**src/rtl/if_fetch_queue.sv**
```systemverilog
// if_fetch_queue: sequential RV32I instruction fetch with a small output FIFO.
//
// Fetches consecutive words through a req/resp memory port, keeping one request in flight.
// Each response is buffered as {pc, instruction, irq} and handed to ID with valid/ready.
// A branch redirect flushes the FIFO and discards any response still outstanding.
//
// Parameters
//   RESET_PC     first PC fetched after reset
//   QUEUE_DEPTH  FIFO entries (power of two, >= 2)
// Ports
//   clk, rst            clock, synchronous active-high reset
//   irq                 interrupt request, captured into the entry at enqueue
//   br_en, br_pc        redirect strobe and target (bits [1:0] ignored)
//   instr_read          memory request, held until instr_mem_resp
//   instr_mem_address   request address, stable while instr_read is high
//   instr_mem_resp      one-cycle response strobe, instr_mem_rdata valid with it
//   if_id_valid/id_ready/if_id  head of the FIFO towards ID (if_id is 0 when empty)
// Optional build macro
//   IF_PERF_CNT_EN      adds perf_fetched, perf_discarded and perf_stall counters

package rv32i_pipereg;
    typedef struct packed {
        logic [31:0] pc;
        logic [31:0] instruction;
        logic        irq;
    } if_id_t;
endpackage

module if_fetch_queue #(
    parameter logic [31:0] RESET_PC    = 32'h8000_0000,
    parameter int unsigned QUEUE_DEPTH = 4
) (
    input  logic                   clk,
    input  logic                   rst,
    input  logic                   irq,
    input  logic                   br_en,
    input  logic [31:0]            br_pc,
    output logic                   instr_read,
    output logic [31:0]            instr_mem_address,
    input  logic                   instr_mem_resp,
    input  logic [31:0]            instr_mem_rdata,
    output logic                   if_id_valid,
    input  logic                   id_ready,
    output rv32i_pipereg::if_id_t  if_id
`ifdef IF_PERF_CNT_EN
    ,
    output logic [31:0]            perf_fetched,
    output logic [31:0]            perf_discarded,
    output logic [31:0]            perf_stall
`endif
);

    localparam int unsigned PtrW = $clog2(QUEUE_DEPTH);
    localparam int unsigned CntW = PtrW + 1;

    typedef enum logic [1:0] {StIdle, StWait, StDrop} state_e;

    state_e                state_q, state_d;
    logic [31:0]           fetch_pc_q, fetch_pc_d;
    logic [31:0]           req_pc_q, req_pc_d;
    rv32i_pipereg::if_id_t mem_q [QUEUE_DEPTH];
    rv32i_pipereg::if_id_t mem_d [QUEUE_DEPTH];
    logic [PtrW-1:0]       rd_ptr_q, rd_ptr_d;
    logic [PtrW-1:0]       wr_ptr_q, wr_ptr_d;
    logic [CntW-1:0]       count_q, count_d;

    logic        enq, deq, drop_resp, space;
    logic [31:0] br_tgt;
    logic [CntW-1:0] count_next;

    assign br_tgt = br_pc & 32'hFFFF_FFFC;
    assign deq    = if_id_valid & id_ready;
    // Responses are only kept in WAIT; a redirect in the same cycle kills them.
    assign enq    = (state_q == StWait) & instr_mem_resp & ~br_en;
    // Occupancy after this cycle; a redirect empties the FIFO (head still counts as taken).
    assign count_next = br_en ? '0 : (count_q + CntW'(enq) - CntW'(deq));
    // Issuing only when a slot is free guarantees the reply always has room.
    assign space = (count_next < CntW'(QUEUE_DEPTH));

    always_comb begin
        state_d    = state_q;
        fetch_pc_d = fetch_pc_q;
        req_pc_d   = req_pc_q;
        drop_resp  = 1'b0;
        unique case (state_q)
            StIdle: begin
                if (br_en) begin
                    fetch_pc_d = br_tgt;
                    req_pc_d   = br_tgt;
                    state_d    = StWait;
                end else if (space) begin
                    req_pc_d = fetch_pc_q;
                    state_d  = StWait;
                end
            end
            StWait: begin
                if (br_en) begin
                    fetch_pc_d = br_tgt;
                    if (instr_mem_resp) begin
                        drop_resp = 1'b1;
                        req_pc_d  = br_tgt;
                    end else begin
                        // Old request is still outstanding; keep its address until it returns.
                        state_d = StDrop;
                    end
                end else if (instr_mem_resp) begin
                    fetch_pc_d = req_pc_q + 32'd4;
                    if (space) begin
                        req_pc_d = req_pc_q + 32'd4;
                    end else begin
                        state_d = StIdle;
                    end
                end
            end
            StDrop: begin
                drop_resp = instr_mem_resp;
                if (br_en) begin
                    fetch_pc_d = br_tgt;
                    if (instr_mem_resp) begin
                        req_pc_d = br_tgt;
                        state_d  = StWait;
                    end
                end else if (instr_mem_resp) begin
                    req_pc_d = fetch_pc_q;
                    state_d  = StWait;
                end
            end
            default: state_d = StIdle;
        endcase
    end

    always_comb begin
        mem_d    = mem_q;
        rd_ptr_d = rd_ptr_q;
        wr_ptr_d = wr_ptr_q;
        count_d  = count_next;
        if (br_en) begin
            rd_ptr_d = '0;
            wr_ptr_d = '0;
        end else begin
            if (enq) begin
                mem_d[wr_ptr_q] = '{pc: req_pc_q, instruction: instr_mem_rdata, irq: irq};
                wr_ptr_d        = wr_ptr_q + PtrW'(1);
            end
            if (deq) begin
                rd_ptr_d = rd_ptr_q + PtrW'(1);
            end
        end
    end

    always_ff @(posedge clk) begin
        if (rst) begin
            state_q    <= StIdle;
            fetch_pc_q <= RESET_PC;
            req_pc_q   <= RESET_PC;
            rd_ptr_q   <= '0;
            wr_ptr_q   <= '0;
            count_q    <= '0;
            for (int i = 0; i < int'(QUEUE_DEPTH); i++) begin
                mem_q[i] <= '0;
            end
        end else begin
            state_q    <= state_d;
            fetch_pc_q <= fetch_pc_d;
            req_pc_q   <= req_pc_d;
            rd_ptr_q   <= rd_ptr_d;
            wr_ptr_q   <= wr_ptr_d;
            count_q    <= count_d;
            mem_q      <= mem_d;
        end
    end

    assign instr_read        = (state_q == StWait) || (state_q == StDrop);
    assign instr_mem_address = req_pc_q;
    assign if_id_valid       = (count_q != '0);
    assign if_id             = if_id_valid ? mem_q[rd_ptr_q] : '0;

`ifdef IF_PERF_CNT_EN
    logic [31:0] perf_fetched_q, perf_fetched_d;
    logic [31:0] perf_discarded_q, perf_discarded_d;
    logic [31:0] perf_stall_q, perf_stall_d;

    always_comb begin
        perf_fetched_d   = perf_fetched_q + 32'(enq);
        // Flushed entries exclude a head that ID accepts in the redirect cycle.
        perf_discarded_d = perf_discarded_q + 32'(drop_resp)
                         + (br_en ? (32'(count_q) - 32'(deq)) : 32'd0);
        perf_stall_d     = perf_stall_q + 32'(~if_id_valid);
    end

    always_ff @(posedge clk) begin
        if (rst) begin
            perf_fetched_q   <= '0;
            perf_discarded_q <= '0;
            perf_stall_q     <= '0;
        end else begin
            perf_fetched_q   <= perf_fetched_d;
            perf_discarded_q <= perf_discarded_d;
            perf_stall_q     <= perf_stall_d;
        end
    end

    assign perf_fetched   = perf_fetched_q;
    assign perf_discarded = perf_discarded_q;
    assign perf_stall     = perf_stall_q;
`endif

endmodule

```
**config.mk**
```make
export PLATFORM = sky130hd
export DESIGN_NAME = if_fetch_queue
export DESIGN_NICKNAME = d
export VERILOG_FILES = /design/src/rtl/if_fetch_queue.sv
export SDC_FILE = /design/constraint.sdc
export NUM_CORES = 1
export LEC_CHECK = 0
export CAP_MARGIN = 25
export CORE_ASPECT_RATIO = 1.2
export CORE_MARGIN = 1
export CORE_UTILIZATION = 55
export DETAILED_ROUTE_END_ITERATION = 12
export PLACE_DENSITY = 0.8
export SLEW_MARGIN = 20
export SYNTH_ARGS = -nofsm -noshare
export SYNTH_HDL_FRONTEND = slang
export SYNTH_SLANG_ARGS = --single-unit
```
**constraint.sdc**
```tcl
create_clock -name clk -period 12.04 [get_ports clk]
set_input_delay 1.204 -clock clk [delete_from_list [all_inputs] [get_ports clk]]
set_output_delay 1.204 -clock clk [all_outputs]
set_load 0.02 [all_outputs]
```
# Word-level counts from Yosys, hierarchy flattened
# Cells that the tools add are included.
# word_totals
ff_bits	333
latchBits	0
ramBits	0
romBits	0
inputBits	70
output_inout_bits	99
elab_cells	84
mem_count	0
# classes
add_sub_neg	5
multipliers	0
n_div	0
order_cmp	4
n_eq_ne	10
shifts	0
n_mux	29
n_bitwise	6
n_reduce_logical	12
# ops
operator	n
32-bit two-way mux	11
260-bit bitwise mux	1
65-bit two-way mux	4
65-bit binary-select mux with 2-bit select	1
65-bit demux with 2-bit select	1
32-bit case mux with 3 select lines	1
32-bit case mux with 2 select lines	1
32-bit by 3-bit adder with 32-bit output, second input constant	1
3-bit != test, second input constant	6
2-bit two-way mux	7
5-bit AND reduction	2
3-bit >= comparator, second input constant	2
2-bit inverter with 3-bit output	2
2-bit case mux with 3 select lines	1
3-bit nonzero test	2
2-bit by 1-bit adder with 2-bit output, second input constant	2
2-bit OR reduction	2
3-bit by 1-bit adder with 3-bit output	1
1-bit AND	3
3-bit by 1-bit less-than comparator with 1-bit output, second input constant	1
3-bit less-than comparator, second input constant	1
3-bit two-way mux	1
3-bit AND reduction	1
3-bit by 1-bit subtractor with 3-bit output	1
10 further kinds	10

# Longest topological paths before layout
# depth
ltp_word	11
mapped_depth	17
ltp_nobuf	13

# Worst setup path before layout
# OpenSTA, ideal clock, no wires.
# synth_timing
kind	input to register
from	input port br_en
to	register req_pc_q[28] (netlist: instr_mem_address[28])
setup_ps	139
arrival_time_ps	4471
required_time_ps	11901
path_slack_ps	7429
stages	15
n_path_buf	4
path_cell_list	clkbuf_1 nor2b_1 clkbuf_1 buf_1 nand2_1 ha_1 inv_1 ha_1 fa_1 xnor3_1 a221oi_2 nand2_1 clkbuf_1 a2111oi_0 a221oi_1
# synth_via
elab_chain_len	8
word_cells_on_any_way	15
classes_between	add/sub (2); order compare (1); eq/ne (4); mux (5); bitwise (2); reduce/logical (1)
# synth_lines
element	line	text
start, declared	36	input logic br_en,
1-bit inverter (no source line)	--	
1-bit AND	74	assign enq = (state_q == StWait) & instr_mem_resp & ~br_en;
3-bit by 1-bit adder with 3-bit output	76	assign count_next = br_en ? '0 : (count_q + CntW'(enq) - CntW'(deq));
3-bit by 1-bit subtractor with 3-bit output	76	
3-bit two-way mux	76	
3-bit less-than comparator	78	assign space = (count_next < CntW'(QUEUE_DEPTH));
3-bit != test (no source line)	--	
5-bit AND reduction (no source line)	--	
end signal, assigned	165	req_pc_q <= req_pc_d;
end, declared	60	logic [31:0] req_pc_q, req_pc_d;
# Several ways; a longest one is shown, not always the timed one.
# A chain may end at the register's enable or synchronous reset.

# Worst setup path after layout
# layout_timing
from	input port instr_mem_resp
to	register req_pc_q[23] (netlist: instr_mem_address[23])
# layout_via
elab_chain_len	8
word_cells_on_any_way	15
classes_between	add/sub (2); order compare (1); eq/ne (4); mux (5); bitwise (2); reduce/logical (1)
# layout_lines
element	line	text
start, declared	40	input logic instr_mem_resp,
1-bit AND (2 in series)	74	
3-bit by 1-bit adder with 3-bit output	76	
3-bit by 1-bit subtractor with 3-bit output	76	
3-bit two-way mux	76	
3-bit less-than comparator	78	
3-bit != test (no source line)	--	
5-bit AND reduction (no source line)	--	
# Several ways; a longest one is shown, not always the timed one.

==> impl_metrics.env <==
export IMPL_viasPerCell=6.14
export IMPL_final_cell_area_um2=19200
export IMPL_drive_gt1_share_pct=8.82
export IMPL_dieArea_um2=30500
export IMPL_crit_type="in2reg"
export IMPL_syn_cell_area_um2=16400
export IMPL_max_stage_delay_ns=0.61
export IMPL_synth_edf_count=0
export IMPL_dr_first_iter_drc_count=1716
export IMPL_n_antenna_cell=0
export IMPL_final_hold_violation_count=0
export IMPL_fillers=2325
export IMPL_vias=15200
export IMPL_grt_pass1_wl_um=76200
export IMPL_coreArea_um2=29000
export IMPL_yosysWarnings=0
export IMPL_syn_to_final_growth_pct=17.3
export IMPL_fin_crit_ns=4.74
export IMPL_startpoint="instr_mem_resp"
export IMPL_final_antenna_net_count=0
export IMPL_fmax_mhz=211
export IMPL_firstDrtPassIters=6
export IMPL_synth_ff_type="dfxtp_1"
export IMPL_clk_latency_ns=0.52
export IMPL_p_switching_mw=1.09
export IMPL_p_leak_nw=6.31
export IMPL_synth_simple_area_share_pct=22.4
export IMPL_worstPathMaxFanout=47
export IMPL_crit_slowest_cell="buf_4"
export IMPL_start_util_pct=56.4
export IMPL_r2r_end="instr_mem_address[23]$_SDFFE_PP0P_"
export IMPL_ys_types=70
export IMPL_drv_cap=0
export IMPL_rsz0062_at_grt="false"
export IMPL_synth_top_family_by_area="simple AND/OR/NAND/NOR gates"
export IMPL_p_int_mw=2.18
export IMPL_io_pins=169
export IMPL_synth_fp_nets=2112
export IMPL_nNetsFinal=2144
export IMPL_synthXorXnorAreaFrac_pct=1.37
export IMPL_r2r_slack_ns=7.58
export IMPL_grt_pass1_vias=15000
export IMPL_die_w_um=160
export IMPL_dp_cells=2408
export IMPL_avgRoutedWirePerCell_um=19.2
export IMPL_async_flop_share_pct=0
export IMPL_syn_area_per_cell_um2=8.07
export IMPL_clkTransAtPathRegs_ns=0.06
export IMPL_die_h_um=191
export IMPL_cp_start_kind="input pin"
export IMPL_place_gp_congestion=0.880
export IMPL_synthAdderAreaFrac_pct=0.963
export IMPL_cts_sink_count=333
export IMPL_routed_wl_um=47500
export IMPL_syn_inst=2030
export IMPL_synth_seq_cells=333
export IMPL_antenna_found_initial=0
export IMPL_worst_pin_slew_ns=1.10
export IMPL_holdCritPathClass="reg2reg"
export IMPL_clock_skew_ns=0.0150
export IMPL_grt_max_degree=102
export IMPL_grt_use_total_pct=30.8
export IMPL_h_tree_depth=2
export IMPL_port_buffers=166
export IMPL_drv_slew=0
export IMPL_synth_top_area_cell="dfxtp_1"
export IMPL_clkPwrFrac_pct=34.6
export IMPL_dp_hpwl_um=27400
export IMPL_p_per_area_nw_per_um2=170
export IMPL_yosysTopAreaCellShare_pct=40.7
export IMPL_timing_rr_start="state_q[1]$_SDFFE_PP0P_"
export IMPL_root_buffer="clkbuf_16"
export IMPL_reg2reg_depth=14
export IMPL_synth_seq_area_share_pct=40.7
export IMPL_regArea_um2=6670
export IMPL_pwr_share_seq_pct=41.8
export IMPL_overflow=0
export IMPL_cts_made_buffers=34
export IMPL_final_cells=2472
export IMPL_placed_area_um2=18000
export IMPL_ctsHoldBuffers=0
export IMPL_worstPathCellList="buf_2 > buf_4 > nand2_1 > ha_1 > inv_1 > ha_1 > fa_1 > xnor3_1 > a221oi_2 > nand2_1 > buf_4 > a2111oi_0 > a221oi_1"
export IMPL_rows=68
export IMPL_synthMuxAreaShare_pct=11.9
export IMPL_p_sw_share_pct=33.4
export IMPL_ys_top_cells_by_area="dfxtp_1, nand2_1, a21oi_1"
export IMPL_ir_worst_vdd_mv=0.122
export IMPL_cts_tree="yes"
export IMPL_cp_required_ns=12.42
export IMPL_setup_worst_path_end="instr_mem_address[23]$_SDFFE_PP0P_"
export IMPL_critical_path_arrival_ns=5.12
export IMPL_p_comb_share_pct=23.7
export IMPL_setup_viol=0
export IMPL_post_cts_buffers=0
export IMPL_multi_input_area_um2=8910
export IMPL_period_share_pct=39.4
export IMPL_synth_compound_area_share_pct=17.4
export IMPL_relSlewSlack_pct=26.0
export IMPL_remaining_drc_errors=0
export IMPL_cp_end_kind="register"
export IMPL_cts_resized_gates=0
export IMPL_finalSetupTns_ns=0
export IMPL_status="finished, final reports clean"
export IMPL_clockBufferDepth=3
placed cells by master (no fill, tap or decap), types with 8 or more instances in the layout:
master / instances
a211oi_1: 12
a21oi_1: 313
and2_1: 68
buf_4: 21
clkbuf_16: 34
clkbuf_8: 8
clkdlybuf4s50_1: 163
dfxtp_1: 331
ha_1: 11
inv_1: 20
mux2_2: 8
mux2i_1: 39
mux4_2: 65
nand2_1: 599
nand2b_1: 8
nand3_1: 28
nor2_1: 54
nor2b_1: 10
nor3_1: 15
nor4_1: 9
o211ai_1: 19
o21ai_0: 46
o221ai_1: 13
xnor2_1: 14
xor2_1: 9
Yosys cell counts (8+ instances only):
library cell,n
nand2_1,599
dfxtp_1,333
a21oi_1,313
clkbuf_1,145
and2_1,68
mux4_2,65
nor2_1,54
o21ai_0,47
mux2i_1,39
nand3_1,32
buf_1,28
inv_1,20
o211ai_1,19
nor3_1,16
buf_2,15
xnor2_1,14
o221ai_1,13
a211oi_1,12
nor2b_1,12
and3_1,11
ha_1,11
nor4_1,9
xor2_1,9
mux2_2,8
nand2b_1,8
or3_1,8
cells by family after synthesis:
kind of cell | Yosys count
AND/OR/NAND/NOR | 846
AO/OA/AOI/OAI | 487
flip-flops | 333
buffers and inverters | 216
multiplexers | 112
XOR/XNOR | 24
adder cells (fa/ha/maj) | 12
metal layers:
layer	track usage, %	part of all wire, %	up-vias
met2	55.0	50	769
met3	3.62	8.1	117
li1	-	-	7063
met1	37.5	39	7235
met4	12.8	3.1	0
met5	0	0	-
power groups by stage:
stage,registers [mW],logic (mW),clock network [mW]
2_1_floorplan,1.30,0.552,0
3_3_place_gp,1.38,0.731,0
3_5_place_dp,1.38,0.751,0
4_1_cts,1.36,0.755,1.14
5_1_grt,1.38,0.828,1.19
6_report,1.37,0.774,1.13
critical path: cells and delay by family:
kind / cells / cell delay [ns]
xor+xnor: 1 / 0.26
compound gates: 3 / 0.95
simple gates: 2 / 0.66
buf+inv: 4 / 1.09
fa+ha+maj: 3 / 0.89
how the worst min path moves through the flow:
| stage | startpoint | endpoint | slack (ns) | cells after the start |
|---|---|---|---|---|
| final | mem_q[224]$_SDFFE_PP0P_ | mem_q[224]$_SDFFE_PP0P_ | 0.45 | 2 |
| after global routing | mem_q[67]$_SDFFE_PP0P_ | mem_q[67]$_SDFFE_PP0P_ | 0.47 | 2 |
| after CTS | mem_q[67]$_SDFFE_PP0P_ | mem_q[67]$_SDFFE_PP0P_ | 0.45 | 2 |
| after detailed placement | mem_q[18]$_SDFFE_PP0P_ | mem_q[18]$_SDFFE_PP0P_ | 0.44 | 2 |
| after global placement | fetch_pc_q[14]$_SDFFE_PP0P_ | fetch_pc_q[14]$_SDFFE_PP0P_ | 0.44 | 2 |
| after floorplan | fetch_pc_q[14]$_SDFFE_PP0P_ | fetch_pc_q[14]$_SDFFE_PP0P_ | 0.43 | 2 |
cell type report:
type,count,share of cell area [%]
multi-input combinational,1481,46.4
clock inverter,12,1.09
inverter,22,0.430
sequential,333,34.7
tap,385,2.51
timing repair buffer,190,9.72
clock buffer,49,5.14
sequential cells by signal, summed over array words and instances, names as in the netlist:
| name | flops |
|---|---|
| state_q | 2 |
| count_q | 3 |
| wr_ptr_q | 2 |
| fetch_pc_q | 32 |
| rd_ptr_q | 2 |
| instr_mem_address | 32 |
| mem_q | 260 |
per-stage QoR:
step                      hold WS, ns  util [%]  total power, mW  setup slack [ns]
final                           0.452      66.2             3.27              7.30
after floorplan                 0.425         -             1.85              7.43
after global routing            0.469      66.2             3.39              7.09
after CTS                       0.452      66.1             3.25              7.11
after global placement          0.435      61.9             2.11              6.71
after detailed placement        0.444      62.0             2.13              6.60
Note: power is estimated with default switching activity, not from simulation.
